===== src/rtl/cdc_2phase_pkg.sv =====
// Shared types for the clearable two-phase CDC halves (source and destination).
package cdc_2phase_pkg;

    typedef enum logic [1:0] {
        IDLE     = 2'd0,
        BUSY     = 2'd1,
        CLEARING = 2'd2
    } cdc_state_e;

endpackage


===== src/rtl/sync.sv =====
// Multi-stage flip-flop synchronizer for a single asynchronous bit.
module sync #(
    parameter int unsigned STAGES      = 2,
    parameter bit          RESET_VALUE = 1'b0
) (
    input  logic clk_i,
    input  logic rst_ni,
    input  logic serial_i,
    output logic serial_o
);

    logic [STAGES-1:0] reg_q;

    always_ff @(posedge clk_i or negedge rst_ni) begin
        if (!rst_ni) begin
            reg_q <= {STAGES{RESET_VALUE}};
        end else begin
            reg_q <= {reg_q[STAGES-2:0], serial_i};
        end
    end

    assign serial_o = reg_q[STAGES-1];

endmodule


===== src/rtl/cdc_2phase_src_clearable.sv =====
// Source half of a toggle req/ack CDC link: one item in flight at a time,
// with a synchronous clear that parks the link in the req = 0 phase.
module cdc_2phase_src_clearable
    import cdc_2phase_pkg::*;
#(
    parameter int unsigned WIDTH       = 1,
    parameter int unsigned SYNC_STAGES = 2
) (
    input  logic             clk_i,
    input  logic             rst_ni,
    input  logic             clear_i,
    input  logic [WIDTH-1:0] data_i,
    input  logic             valid_i,
    output logic             ready_o,
    output logic             async_req_o,
    input  logic             async_ack_i,
    output logic [WIDTH-1:0] async_data_o
);

    cdc_state_e       state_q, state_d;
    logic             req_q, req_d;
    logic [WIDTH-1:0] data_q, data_d;
    logic             ack_synced;
    logic             accept;

    sync #(
        .STAGES      (SYNC_STAGES),
        .RESET_VALUE (1'b0)
    ) i_ack_sync (
        .clk_i    (clk_i),
        .rst_ni   (rst_ni),
        .serial_i (async_ack_i),
        .serial_o (ack_synced)
    );

    assign ready_o = (state_q == IDLE) && !clear_i;
    assign accept  = valid_i && ready_o;

    always_comb begin
        state_d = state_q;
        req_d   = req_q;
        data_d  = data_q;
        // Clear wins over everything; data is held so the destination never
        // sees a spurious change on the bus.
        if (clear_i) begin
            state_d = CLEARING;
            req_d   = 1'b0;
        end else begin
            unique case (state_q)
                IDLE: begin
                    if (accept) begin
                        state_d = BUSY;
                        req_d   = ~req_q;
                        data_d  = data_i;
                    end
                end
                BUSY: begin
                    if (ack_synced == req_q) begin
                        state_d = IDLE;
                    end
                end
                CLEARING: begin
                    // Wait until the destination has also returned to phase 0.
                    if (!ack_synced) begin
                        state_d = IDLE;
                    end
                end
                default: begin
                    state_d = IDLE;
                end
            endcase
        end
    end

    always_ff @(posedge clk_i or negedge rst_ni) begin
        if (!rst_ni) begin
            state_q <= IDLE;
            req_q   <= 1'b0;
            data_q  <= '0;
        end else begin
            state_q <= state_d;
            req_q   <= req_d;
            data_q  <= data_d;
        end
    end

    assign async_req_o  = req_q;
    assign async_data_o = data_q;

endmodule


===== config.mk =====
export PLATFORM = sky130hd
export DESIGN_NAME = cdc_2phase_src_clearable
export DESIGN_NICKNAME = d
export VERILOG_FILES = /design/src/rtl/cdc_2phase_pkg.sv /design/src/rtl/sync.sv /design/src/rtl/cdc_2phase_src_clearable.sv
export SDC_FILE = /design/constraint.sdc
export NUM_CORES = 1
export LEC_CHECK = 0
export CORE_AREA = 2 2 39 41
export DETAILED_ROUTE_END_ITERATION = 10
export DIE_AREA = 0 0 41 43
export HOLD_SLACK_MARGIN = 0.12
export SLEW_MARGIN = 20
export SYNTH_ARGS = -nofsm -noshare
export SYNTH_HDL_FRONTEND = slang
export SYNTH_SLANG_ARGS = --single-unit

===== constraint.sdc =====
create_clock -name clk_i -period 1.4 [get_ports clk_i]
set_clock_uncertainty 0.05 [all_clocks]
set_input_delay 0.14 -clock clk_i [delete_from_list [all_inputs] [get_ports clk_i]]
set_output_delay 0.14 -clock clk_i [all_outputs]
set_load 0.02 [all_outputs]

==> metrics.md, run 1 <==
| Metric | Value |
|---|---|
| Largest stage delay, worst path | around 0.38 ns |
| Cell type group with the largest total delay on the critical path | flip-flops |
| Transition time at the pin with the least slew margin | 0.265 ns |
| Total met3 wirelength after detailed routing | around 74 um |
| Core Box Area | about 1400 um2 |
| Ranking of synthesized cells by area | dfrtp_1 60%, a2111oi_2 6.0%, nor4b_2 6.0%, mux2_1 4.5%, mux2_2 4.5% |
| Count of warnings emitted by yosys | 0 |
| Worst slack on hold paths | about 0.29 ns |
| Highest metal layer with signal wires | met3 |
| Count of maximum capacitance violations | 0 |
| Sum of buffers and inverters on the critical path | 1 |
| Area growth from synthesis to layout | 65.8% |
| Proportion of power drawn by the clock network | around 35% |
| Initial DRC count | 6 |
| Post-synthesis instance area | between 200 and 250 um2 |
| Via count of the first global-routing pass | ~180 |
| Max-slew headroom | approximately 82% |
| Number of placement rows | 14 |
| Number of buffer cells added on primary ports | 8 |
| Leading area contributor after synthesis | dfrtp_1 |
| Final setup violating endpoints | 0 |
| Count of clock tree sinks | 6 |
| Worst IR Drop VDD | around 700 uV |
| Wire length per cell | about 10 um |
| CP Cell Sequence | buf_4 -> nor4b_4 -> mux2_1 |
| Hold Violations, Final | 0 |
| H-tree lvl count | 1 |
| Cell chosen for the clock root | clkbuf_4 |
| Worst slack, placed | -0.127 ns |
| GP Congestion | 0.670 |
| Reported net switching power | 0.000108 W |
| Initial Util | 18.0% |
| Lkg Pwr | roughly 0.19 nW |
| WS Path Type | flip-flop to flip-flop |
| Share of Yosys cell area claimed by the top area cell type | ~60% |
| Cell variety after synth | 12 |
| Vias post-DR | approximately 190 |
| Arrival @ worst endpoint | 1.40 ns |
| Fraction of final layout cells sized beyond drive strength 1 | 27.3% |
| Number of buffers created by CTS | 3 |
| Pwr/cell area | 1080 nW/um2 |
| Clock latency reported for the late side of the worst-skew pair | between 0.2 and 0.25 ns |
| Drt total wl | around 510 um |
| Clock tree from TritonCTS | built |
| Max frequency | between 700 and 800 MHz |
| Largest net degree at the start of global routing | 7 |
| Number of synthesized register bits | 6 |
| Mean instance size in the synthesized netlist | between 10 and 15 um2 |
| Unrepaired setup endpoints after global routing | false |
| Wire length of the first global-routing pass | approximately 700 um |
| Final critical-path setup slack | around 0.065 ns |
| Crit-path slowest cell | dfrtp_1 |
| Total iterations of the first detailed-routing run | 2 |
| Endpoint class of the critical path | flip-flop |
| Share of the clock period used by the worst path | between 90% and 100% |
| Share of synthesized area occupied by flip-flops and latches | 60.3% |
| Required time at the endpoint of the critical path | around 1.5 ns |
| Dpl hpwl | 376 um |
| Maximum number of buffers from clock root to sink | 2 |
| Largest fanout on the critical path | 4 |
| Run status | completed |
| Path class of the lowest-slack min-delay path | input pin to flip-flop |
| Sum of met2 wire segment lengths after detailed routing | approximately 240 um |
| Synthesized netlist net count | 24 |
| Kind of start point of the critical path | flip-flop |
| Shortest clock period the worst path allows after layout | between 1 and 1.5 ns |
| Fraction of power consumed by combinational cells | between 20% and 30% |
| Overall global routing resource usage | under 10% |
| Die boundary width | between 40 and 50 um |
| Total gr overflow | 0 |
| Share of total power in sequential cells | 44.5% |
| I/O Pins | 9 |
| P_int | 0.000337 W |
| Number of antenna violations at the first check in global routing | 0 |
| Number of slew-limit violations in the final report | 0 |
| Antenna diode count | 0 |
| Total number of nets in the final design | 41 |
| Worst-path clk slew | around 0.04 ns |
| Die ar. | between 1500 and 2000 um2 |
| DR vias/cell | approximately 3.9 |
| Die Span Y | about 43 um |
| Switching part of the total power | 24.2% |
| Wire length on met1 | approximately 200 um |
| Post-Synthesis Cells | 18 |
| Drc violations | 0 |
| Antenna-violating nets left | 0 |
-- Yosys cell counts (all sizes together) --
master,count
dfrtp,6
mux2,2
xnor2,1
nor2,2
o21bai,1
nor3b,1
nor4b,1
nor3,1
nor2b,1
a2111oi,1
nand2,1
-- layout by cell type (no fill, tap or decap), drive strengths merged --
cell type / n
nor3: 1
a2111oi: 1
o21bai: 1
buf: 3
dfrtp: 6
clkbuf: 3
nor4b: 1
dlymetal6s2s: 1
dlygate4sd3: 1
nor3b: 1
nor2b: 1
dlygate4sd2: 2
xnor2: 1
clkdlybuf4s50: 5
nand2: 1
mux2: 2
nor2: 2
-- sequential cells by signal, indices dropped and copies added (netlist names) --
signal	count
async_req_o	1
state_q	2
async_data_o	1
i_ack_sync.reg_q	2
-- metal layers --
layer,global-route usage [%],vias up
li1,-,98
met1,7.62,79
met2,8.13,12
met3,7.33,0
met4,2.00,0
met5,0,-
-- cell families (layout without fill, tap and decap cells) --
| family | count (synthesis) | after routing | synth area share [%] |
|---|---|---|---|
| flip-flops | 6 | 6 | 60.3 |
| multiplexers | 2 | 2 | 9.04 |
| AO/OA/AOI/OAI | 2 | 2 | 9.04 |
| buffers and inverters | 0 | 15 | 0 |
| XOR/XNOR | 1 | 1 | 3.52 |
| AND/OR/NAND/NOR | 7 | 7 | 18.1 |
-- per-stage QoR --
stage	utilization (%)	total power (W)	cells	TNS [ns]	area, um2
2_1_floorplan	-	0.000239	18	0	249
3_3_place_gp	26.9	0.000291	45	-0.207	372
3_5_place_dp	26.9	0.000295	45	-0.236	372
4_1_cts	29.0	0.000455	49	0	402
5_1_grt	29.8	0.000475	49	0	413
6_report	29.8	0.000445	49	0	413
-- cell type report --
| cell class | count | area [um2] |
|---|---|---|
| flip-flops and latches | 6 | 150 |
| repair buffers | 12 | 113 |
| clock buffers | 3 | 22.5 |
| fillers | 144 | 971 |
| multi-input cells | 12 | 108 |
| well taps | 16 | 20.0 |
-- power groups by stage --
stage	clock, W	combinational [W]	sequential [W]
2_1_floorplan	0	0.0000238	0.000215
3_3_place_gp	0	0.0000904	0.000200
3_5_place_dp	0	0.0000932	0.000201
4_1_cts	0.000164	0.0000931	0.000198
5_1_grt	0.000176	0.000100	0.000199
6_report	0.000154	0.0000934	0.000198
-- path summary, 6_finish.rpt --
path                                          startpoint                            end  slack (ns)  cells past startpoint
min                                          async_ack_i  i_ack_sync.reg_q[0]$_DFF_PN0_        0.29                      1
min reg2reg                i_ack_sync.reg_q[0]$_DFF_PN0_  i_ack_sync.reg_q[1]$_DFF_PN0_        0.30                      0
min in group asynchronous                         rst_ni         state_q[0]$_DFFE_PN0P_        0.63                      2
max in group asynchronous                         rst_ni  i_ack_sync.reg_q[0]$_DFF_PN0_        0.46                      2
max reg2reg                       state_q[1]$_DFFE_PN0P_       async_data_o$_DFFE_PN0P_        0.06                      3
max                               state_q[1]$_DFFE_PN0P_       async_data_o$_DFFE_PN0P_        0.06                      3
-- what timing repair did --
item / in CTS / in global routing
hold buffers: 1 / 0
setup endpoints to repair: 2 / 2
resized for setup: 2 / 2
buffers inserted: 0 / 0
endpoints found under the hold margin: 6 / 0
(Power assumes the default switching activity.)
==> run 2, diff against run 1 <==
==> constraint.sdc (replaced) <==
create_clock -name clk_i -period 1.3 [get_ports clk_i]
set_clock_uncertainty 0.05 [all_clocks]
set_input_delay 0.13 -clock clk_i [delete_from_list [all_inputs] [get_ports clk_i]]
set_output_delay 0.13 -clock clk_i [all_outputs]
set_load 0.02 [all_outputs]
==> metrics.md, run 2 (synthesis gave the netlist of run 1 again) <==
| Metric | Value |
|---|---|
| DR vias/cell | 4.08 |
| Wire length per cell | around 11 um |
| Number of cells on the worst hold path | 1 |
| Drc violations | 0 |
| Path class of the lowest-slack min-delay path | input pin to flip-flop |
| Maximum number of buffers from clock root to sink | 2 |
| Via count of the first global-routing pass | around 210 |
| Antenna diode count | 0 |
| H-tree lvl count | 1 |
| Most frequent cells in the layout | 6 x dfrtp_1, 5 x clkdlybuf4s50_1, 3 x clkbuf_4, 3 x buf_4 |
| Largest registers | i_ack_sync.reg_q: 2 flops, state_q: 2 flops |
| Initial Util | around 18% |
| Largest net degree at the start of global routing | 7 |
| Fraction of power consumed by combinational cells | 21.8% |
| Number of buffers created by CTS | 3 |
| Number of buffer cells added on primary ports | 8 |
| Commonest non-fill, non-tap cell in the layout | dfrtp_1 |
| Share of total power in sequential cells | a little over two fifths |
| Count of maximum capacitance violations | 0 |
| Vias post-DR | between 200 and 250 |
| Endpoint class of the critical path | flip-flop |
| Proportion of power drawn by the clock network | about 34% |
| I/O Pins | 9 |
| Transition time at the pin with the least slew margin | roughly 0.27 ns |
| Count of placed standard cells including taps | 45 |
| Fraction of final layout cells sized beyond drive strength 1 | a little over a third |
| Total number of nets in the final design | between 40 and 50 |
| Number of antenna violations at the first check in global routing | 0 |
| Overall global routing resource usage | between 7 and 8% |
| Antenna-violating nets left | 0 |
| Largest fanout on the critical path | 4 |
| Final Instance Count excl. Fillers | 50 |
| Wire length of the first global-routing pass | slightly below 900 um |
| Switching part of the total power | approximately 25% |
| Unrepaired setup endpoints after global routing | true |
| Dpl hpwl | roughly 380 um |
| Worst-path clk slew | roughly 0.040 ns |
| Shortest clock period the worst path allows after layout | ~1.3 ns |
| Hold Violations, Final | 0 |
| Required time at the endpoint of the critical path | 1.37 ns |
| Die ar. | between 1500 and 2000 um2 |
| Final setup violating endpoints | 1 |
| Number of placement rows | 14 |
| Worst slack on hold paths | about 0.28 ns |
| Arrival @ worst endpoint | between 1 and 1.5 ns |
| Pwr/cell area | 1160 nW/um2 |
| Number of slew-limit violations in the final report | 0 |
| Worst reg-to-reg path cell count | 3 |
| GP Congestion | between 0.6 and 0.7 |
| Worst IR Drop VDD | about 690 uV |
| Total iterations of the first detailed-routing run | 2 |
| Kind of start point of the critical path | flip-flop |
| Core Box Area | between 1000 and 1500 um2 |
| Clock tree from TritonCTS | built |
| Final critical-path setup slack | -0.00265 ns |
| Die Span Y | approximately 43 um |
| Drt total wl | between 500 and 600 um |
| Post-placement cell area | around 370 um2 |
| Area growth from synthesis to layout | 68.8% |
| Violations in the final reports | setup timing |
| Initial DRC count | 4 |
| Lkg Pwr | about 0.19 nW |
| Count of clock tree sinks | 6 |
| Reported net switching power | between 0.0001 and 0.00015 W |
| Run status | finished, violations left |
| Die boundary width | ~40 um |
| Total gr overflow | 0 |
| Max frequency | 768 MHz |
| Clock latency reported for the late side of the worst-skew pair | about 0.24 ns |
| WS Path Type | flip-flop to flip-flop |
| Max-slew headroom | just over 80% |
| Final Cell Area | roughly 420 um2 |
| Share of the clock period used by the worst path | 100% |
| P_int | 0.000367 W |
| Cell chosen for the clock root | clkbuf_4 |
==> run 2: cell types whose count changed in the layout (fill, tap and decap cells not counted) <==
cell,delta
buf_2,+1
mux2_4,+1
dlymetal6s2s_1,-1
mux2_1,-1
buf_6,+1
==> run 2: critical path: stages (launching register included) <==
cell,delay (ns)
dfrtp_1,0.39
buf_6,0.13
nor4b_4,0.29
mux2_4,0.33
==> run 2: metal layers <==
metal / share of wire (%) / track usage, % / routed length, um / up-vias
met5: 0 / 0 / 0 / -
met4: 0 / 2.00 / 0 / 0
met1: 39 / 8.28 / 210 / 93
met2: 45 / 10.9 / 247 / 12
met3: 16 / 7.33 / 85 / 0
li1: - / - / - / 99
==> run 2: final timing paths <==
| check | startpoint | to | slack [ns] |
|---|---|---|---|
| max | state_q[0]$_DFFE_PN0P_ | async_data_o$_DFFE_PN0P_ | -0.003 |
| min | async_ack_i | i_ack_sync.reg_q[0]$_DFF_PN0_ | 0.28 |
| max reg2reg | state_q[0]$_DFFE_PN0P_ | async_data_o$_DFFE_PN0P_ | -0.003 |
| min reg2reg | i_ack_sync.reg_q[0]$_DFF_PN0_ | i_ack_sync.reg_q[1]$_DFF_PN0_ | 0.30 |
| max in group asynchronous | rst_ni | i_ack_sync.reg_q[0]$_DFF_PN0_ | 0.37 |
| min in group asynchronous | rst_ni | state_q[0]$_DFFE_PN0P_ | 0.62 |
==> run 2: power groups by stage <==
stage / Combinational, W / Clock (W) / Sequential (W)
detailed placement: 0.000100 / 0 / 0.000217
CTS: 0.000106 / 0.000176 / 0.000214
global placement: 0.0000974 / 0 / 0.000216
global route: 0.000114 / 0.000189 / 0.000216
finish: 0.000106 / 0.000167 / 0.000214
floorplan: 0.0000257 / 0 / 0.000232
==> run 2: final cells by class <==
type	count	area (um2)
fill	142	963
sequential	6	150
timing repair buffer	13	116
multi-input combinational	12	111
clock buffer	3	22.5
tap	16	20.0
==> run 2: per-stage QoR <==
step	total power [W]	setup TNS, ns	worst slack, ns	util (%)
5_1_grt	0.000519	-0.0338	-0.0256	30.4
3_3_place_gp	0.000313	-0.434	-0.189	26.9
3_5_place_dp	0.000317	-0.438	-0.200	26.9
2_1_floorplan	0.000258	0	0.111	-
6_report	0.000487	-0.00265	-0.00265	30.4
4_1_cts	0.000496	-0.0389	-0.0389	30.0
==> run 2: timing repair <==
| action | 4_1_cts | 5_1_grt |
|---|---|---|
| endpoints found under the setup margin | 4 | 3 |
| pin swaps | 0 | 1 |
| hold buffers | 1 | 0 |
| gates resized for setup | 8 | 2 |
| setup buffers | 0 | 1 |
| endpoints found under the hold margin | 6 | 0 |
| gates cloned | 0 | 0 |
==> run 3, diff against run 2 <==
--- a/config.mk
+++ b/config.mk
@@ -5,6 +5,7 @@
 export SDC_FILE = /design/constraint.sdc
 export NUM_CORES = 1
 export LEC_CHECK = 0
+export ABC_CLOCK_PERIOD_IN_PS = 1300
 export CORE_AREA = 2 2 39 41
 export DETAILED_ROUTE_END_ITERATION = 10
 export DIE_AREA = 0 0 41 43
@@ -12,4 +13,5 @@
 export SLEW_MARGIN = 20
 export SYNTH_ARGS = -nofsm -noshare
 export SYNTH_HDL_FRONTEND = slang
+export SYNTH_HIERARCHICAL = 1
 export SYNTH_SLANG_ARGS = --single-unit
==> metrics.md, run 3 <==
| Metric | Value |
|---|---|
| Path class of the lowest-slack min-delay path | input pin to flip-flop |
| Share of synthesized area occupied by flip-flops and latches | 60.3% |
| Main flop type after synthesis | dfrtp_1 |
| Initial Util | between 10% and 20% |
| Lkg Pwr | roughly 0.18 nW |
| Antenna diode count | 0 |
| Ranking of synthesized cells by area | dfrtp_1 60%, a2111oi_2 6.0%, nor4b_2 6.0%, mux2_1 4.5%, mux2_2 4.5% |
| Clock latency reported for the late side of the worst-skew pair | around 0.24 ns |
| Number of buffer cells added on primary ports | 8 |
| Wire length of the first global-routing pass | a little under 800 um |
| Switching part of the total power | around a quarter |
| Die Span Y | between 40 and 50 um |
| Max-slew headroom | between 70% and 80% |
| Setup tns final | 0 ns |
| Vias post-DR | 198 |
| Maximum number of buffers from clock root to sink | 2 |
| Count of clock tree sinks | 6 |
| Endpoint class of the critical path | flip-flop |
| PnR Total Power | approximately 0.00048 W |
| Post-synthesis instance area | roughly 250 um2 |
| Core Box Area | roughly 1400 um2 |
| Share of Yosys cell area claimed by the top area cell type | between 60% and 70% |
| GP Congestion | around 0.66 |
| Unrepaired setup endpoints after global routing | true |
| Synthesized netlist net count | 24 |
| DR vias/cell | just over 4 |
| Post-synth EDFFs | 0 |
| Mean instance size in the synthesized netlist | about 14 um2 |
| Transition time at the pin with the least slew margin | just over 0.3 ns |
| Final Cell Area | about 410 um2 |
| Number of synthesized register bits | 6 |
| Drt total wl | 491 um |
| Pwr/cell area | 1170 nW/um2 |
| Fraction of final layout cells sized beyond drive strength 1 | 33.3% |
| Count of warnings emitted by yosys | 6 |
| Via count of the first global-routing pass | roughly 200 |
| Wire length per cell | between 10 and 15 um |
| Count of maximum capacitance violations | 0 |
| I/O Pins | 9 |
| Total gr overflow | 0 |
| Overall global routing resource usage | 6.99% |
| Worst slack, placed | -0.298 ns |
| Fraction of power consumed by combinational cells | a little over a fifth |
| Die boundary width | between 40 and 50 um |
| Share of synthesized registers carrying an async set or reset | between 90% and 100% |
| Clock tree from TritonCTS | built |
| Cell variety after synth | 12 |
| Total number of nets in the final design | 41 |
| Antenna-violating nets left | 0 |
| Kind of start point of the critical path | flip-flop |
| Cell chosen for the clock root | clkbuf_4 |
| Required time at the endpoint of the critical path | roughly 1.4 ns |
| Leading area contributor after synthesis | dfrtp_1 |
| Die ar. | between 1500 and 2000 um2 |
| Largest net degree at the start of global routing | 7 |
| P_int | about 0.00037 W |
| H-tree lvl count | 1 |
| Number of buffers created by CTS | 3 |
| Worst-path clk slew | roughly 0.040 ns |
| Setup Fix Bufs, Post-CTS | 0 |
| Total iterations of the first detailed-routing run | 2 |
| Final setup violating endpoints | 0 |
| Commonest non-fill, non-tap cell in the layout | dfrtp_1 |
| Shortest clock period the worst path allows after layout | 1.27 ns |
| Proportion of power drawn by the clock network | 34.3% |
| Number of antenna violations at the first check in global routing | 0 |
| Final critical-path setup slack | 0.0301 ns |
| Drc violations | 0 |
| Most frequent cells in the layout | 6 x dfrtp_1, 5 x clkdlybuf4s50_1, 3 x clkbuf_4 |
| Post-Synthesis Cells | 18 |
| Reported net switching power | 0.000118 W |
| Leading cell type by number of instances after synthesis | dfrtp_1 |
| WS Path Type | flip-flop to flip-flop |
| Largest registers | i_ack_sync/reg_q: 2 flops, state_q: 2 flops |
| Area growth from synthesis to layout | 65.8% |
| Run status | completed |
| Number of placement rows | 14 |
| Share of the clock period used by the worst path | between 90% and 100% |
| Worst IR Drop VDD | 503 uV |
| Worst slack on hold paths | 0.282 ns |
| Post-placement cell area | about 370 um2 |
| Number of slew-limit violations in the final report | 0 |
| Max frequency | around 790 MHz |
| Largest fanout on the critical path | 5 |
| Synth cell count leaders | 6 x dfrtp_1, 2 x nor2_1 |
| Hold Violations, Final | 0 |
| Share of total power in sequential cells | between 40% and 50% |
| Arrival @ worst endpoint | about 1.3 ns |
| Initial DRC count | 1 |
==> run 3: cell counts after synthesis <==
No cell type changed its count.
==> run 3: worst max-delay path: stages, from the launching register on <==
cell,delay [ns]
dfrtp_1,0.38
buf_6,0.13
nor4b_4,0.27
mux2_4,0.32
==> run 3: timing repair <==
action / 4_1_cts / 5_1_grt
hold buffers: 1 / 0
hold endpoints to repair: 6 / 0
gates resized for setup: 8 / 2
setup endpoints to repair: 4 / 2
pin swaps: 1 / 0
==> run 3: cells by family (layout without fill, tap and decap cells) <==
| kind of cell | after synthesis | after routing | share of synthesized area, % |
|---|---|---|---|
| AOI/OAI and AO/OA | 2 | 2 | 9.04 |
| xor gates and xnor gates | 1 | 1 | 3.52 |
| buffers and inverters | 0 | 15 | 0 |
| DFF | 6 | 6 | 60.3 |
| muxes | 2 | 2 | 9.04 |
| and+or+nand+nor | 7 | 7 | 18.1 |
==> run 3: through the flow <==
step,cells,utilization (%)
after floorplan,18,-
after global placement,45,26.9
final,49,29.8
after global routing,49,29.8
after CTS,49,30.0
after detailed placement,45,26.9
==> run 3: power by group through the flow <==
| stage | logic (W) | registers, W | clock network, W |
|---|---|---|---|
| floorplan | 0.0000257 | 0.000232 | 0 |
| global placement | 0.0000973 | 0.000216 | 0 |
| detailed placement | 0.000100 | 0.000217 | 0 |
| CTS | 0.0000993 | 0.000214 | 0.000180 |
| global route | 0.000111 | 0.000217 | 0.000190 |
| finish | 0.000104 | 0.000214 | 0.000166 |
==> run 3: path summary, 6_finish.rpt <==
kind	from	slack (ns)	cells past startpoint	end
min in group asynchronous	rst_ni	0.62	2	async_data_o$_DFFE_PN0P_
max in group asynchronous	rst_ni	0.37	2	i_ack_sync/reg_q[1]$_DFF_PN0_
hold / removal	async_ack_i	0.28	1	i_ack_sync/reg_q[0]$_DFF_PN0_
setup / recovery	state_q[0]$_DFFE_PN0P_	0.03	3	async_data_o$_DFFE_PN0P_
hold reg to reg	i_ack_sync/reg_q[0]$_DFF_PN0_	0.30	0	i_ack_sync/reg_q[1]$_DFF_PN0_
setup reg to reg	state_q[0]$_DFFE_PN0P_	0.03	3	async_data_o$_DFFE_PN0P_
==> run 3: area by class of cell <==
type	count	area (um2)
Timing Repair Buffer	12	109
Clock buffer	3	22.5
Tap cell	16	20.0
Sequential cell	6	150
Fill cell	141	971
Multi-Input combinational cell	12	111
==> run 3: per-layer routing <==
| metal | vias to the layer above | share of wire, % | global-route usage, % |
|---|---|---|---|
| li1 | 96 | - | - |
| met1 | 93 | 48 | 9.27 |
| met2 | 9 | 44 | 8.13 |
| met3 | 0 | 7.9 | 3.14 |
| met4 | 0 | 0 | 6.00 |
| met5 | - | 0 | 0 |
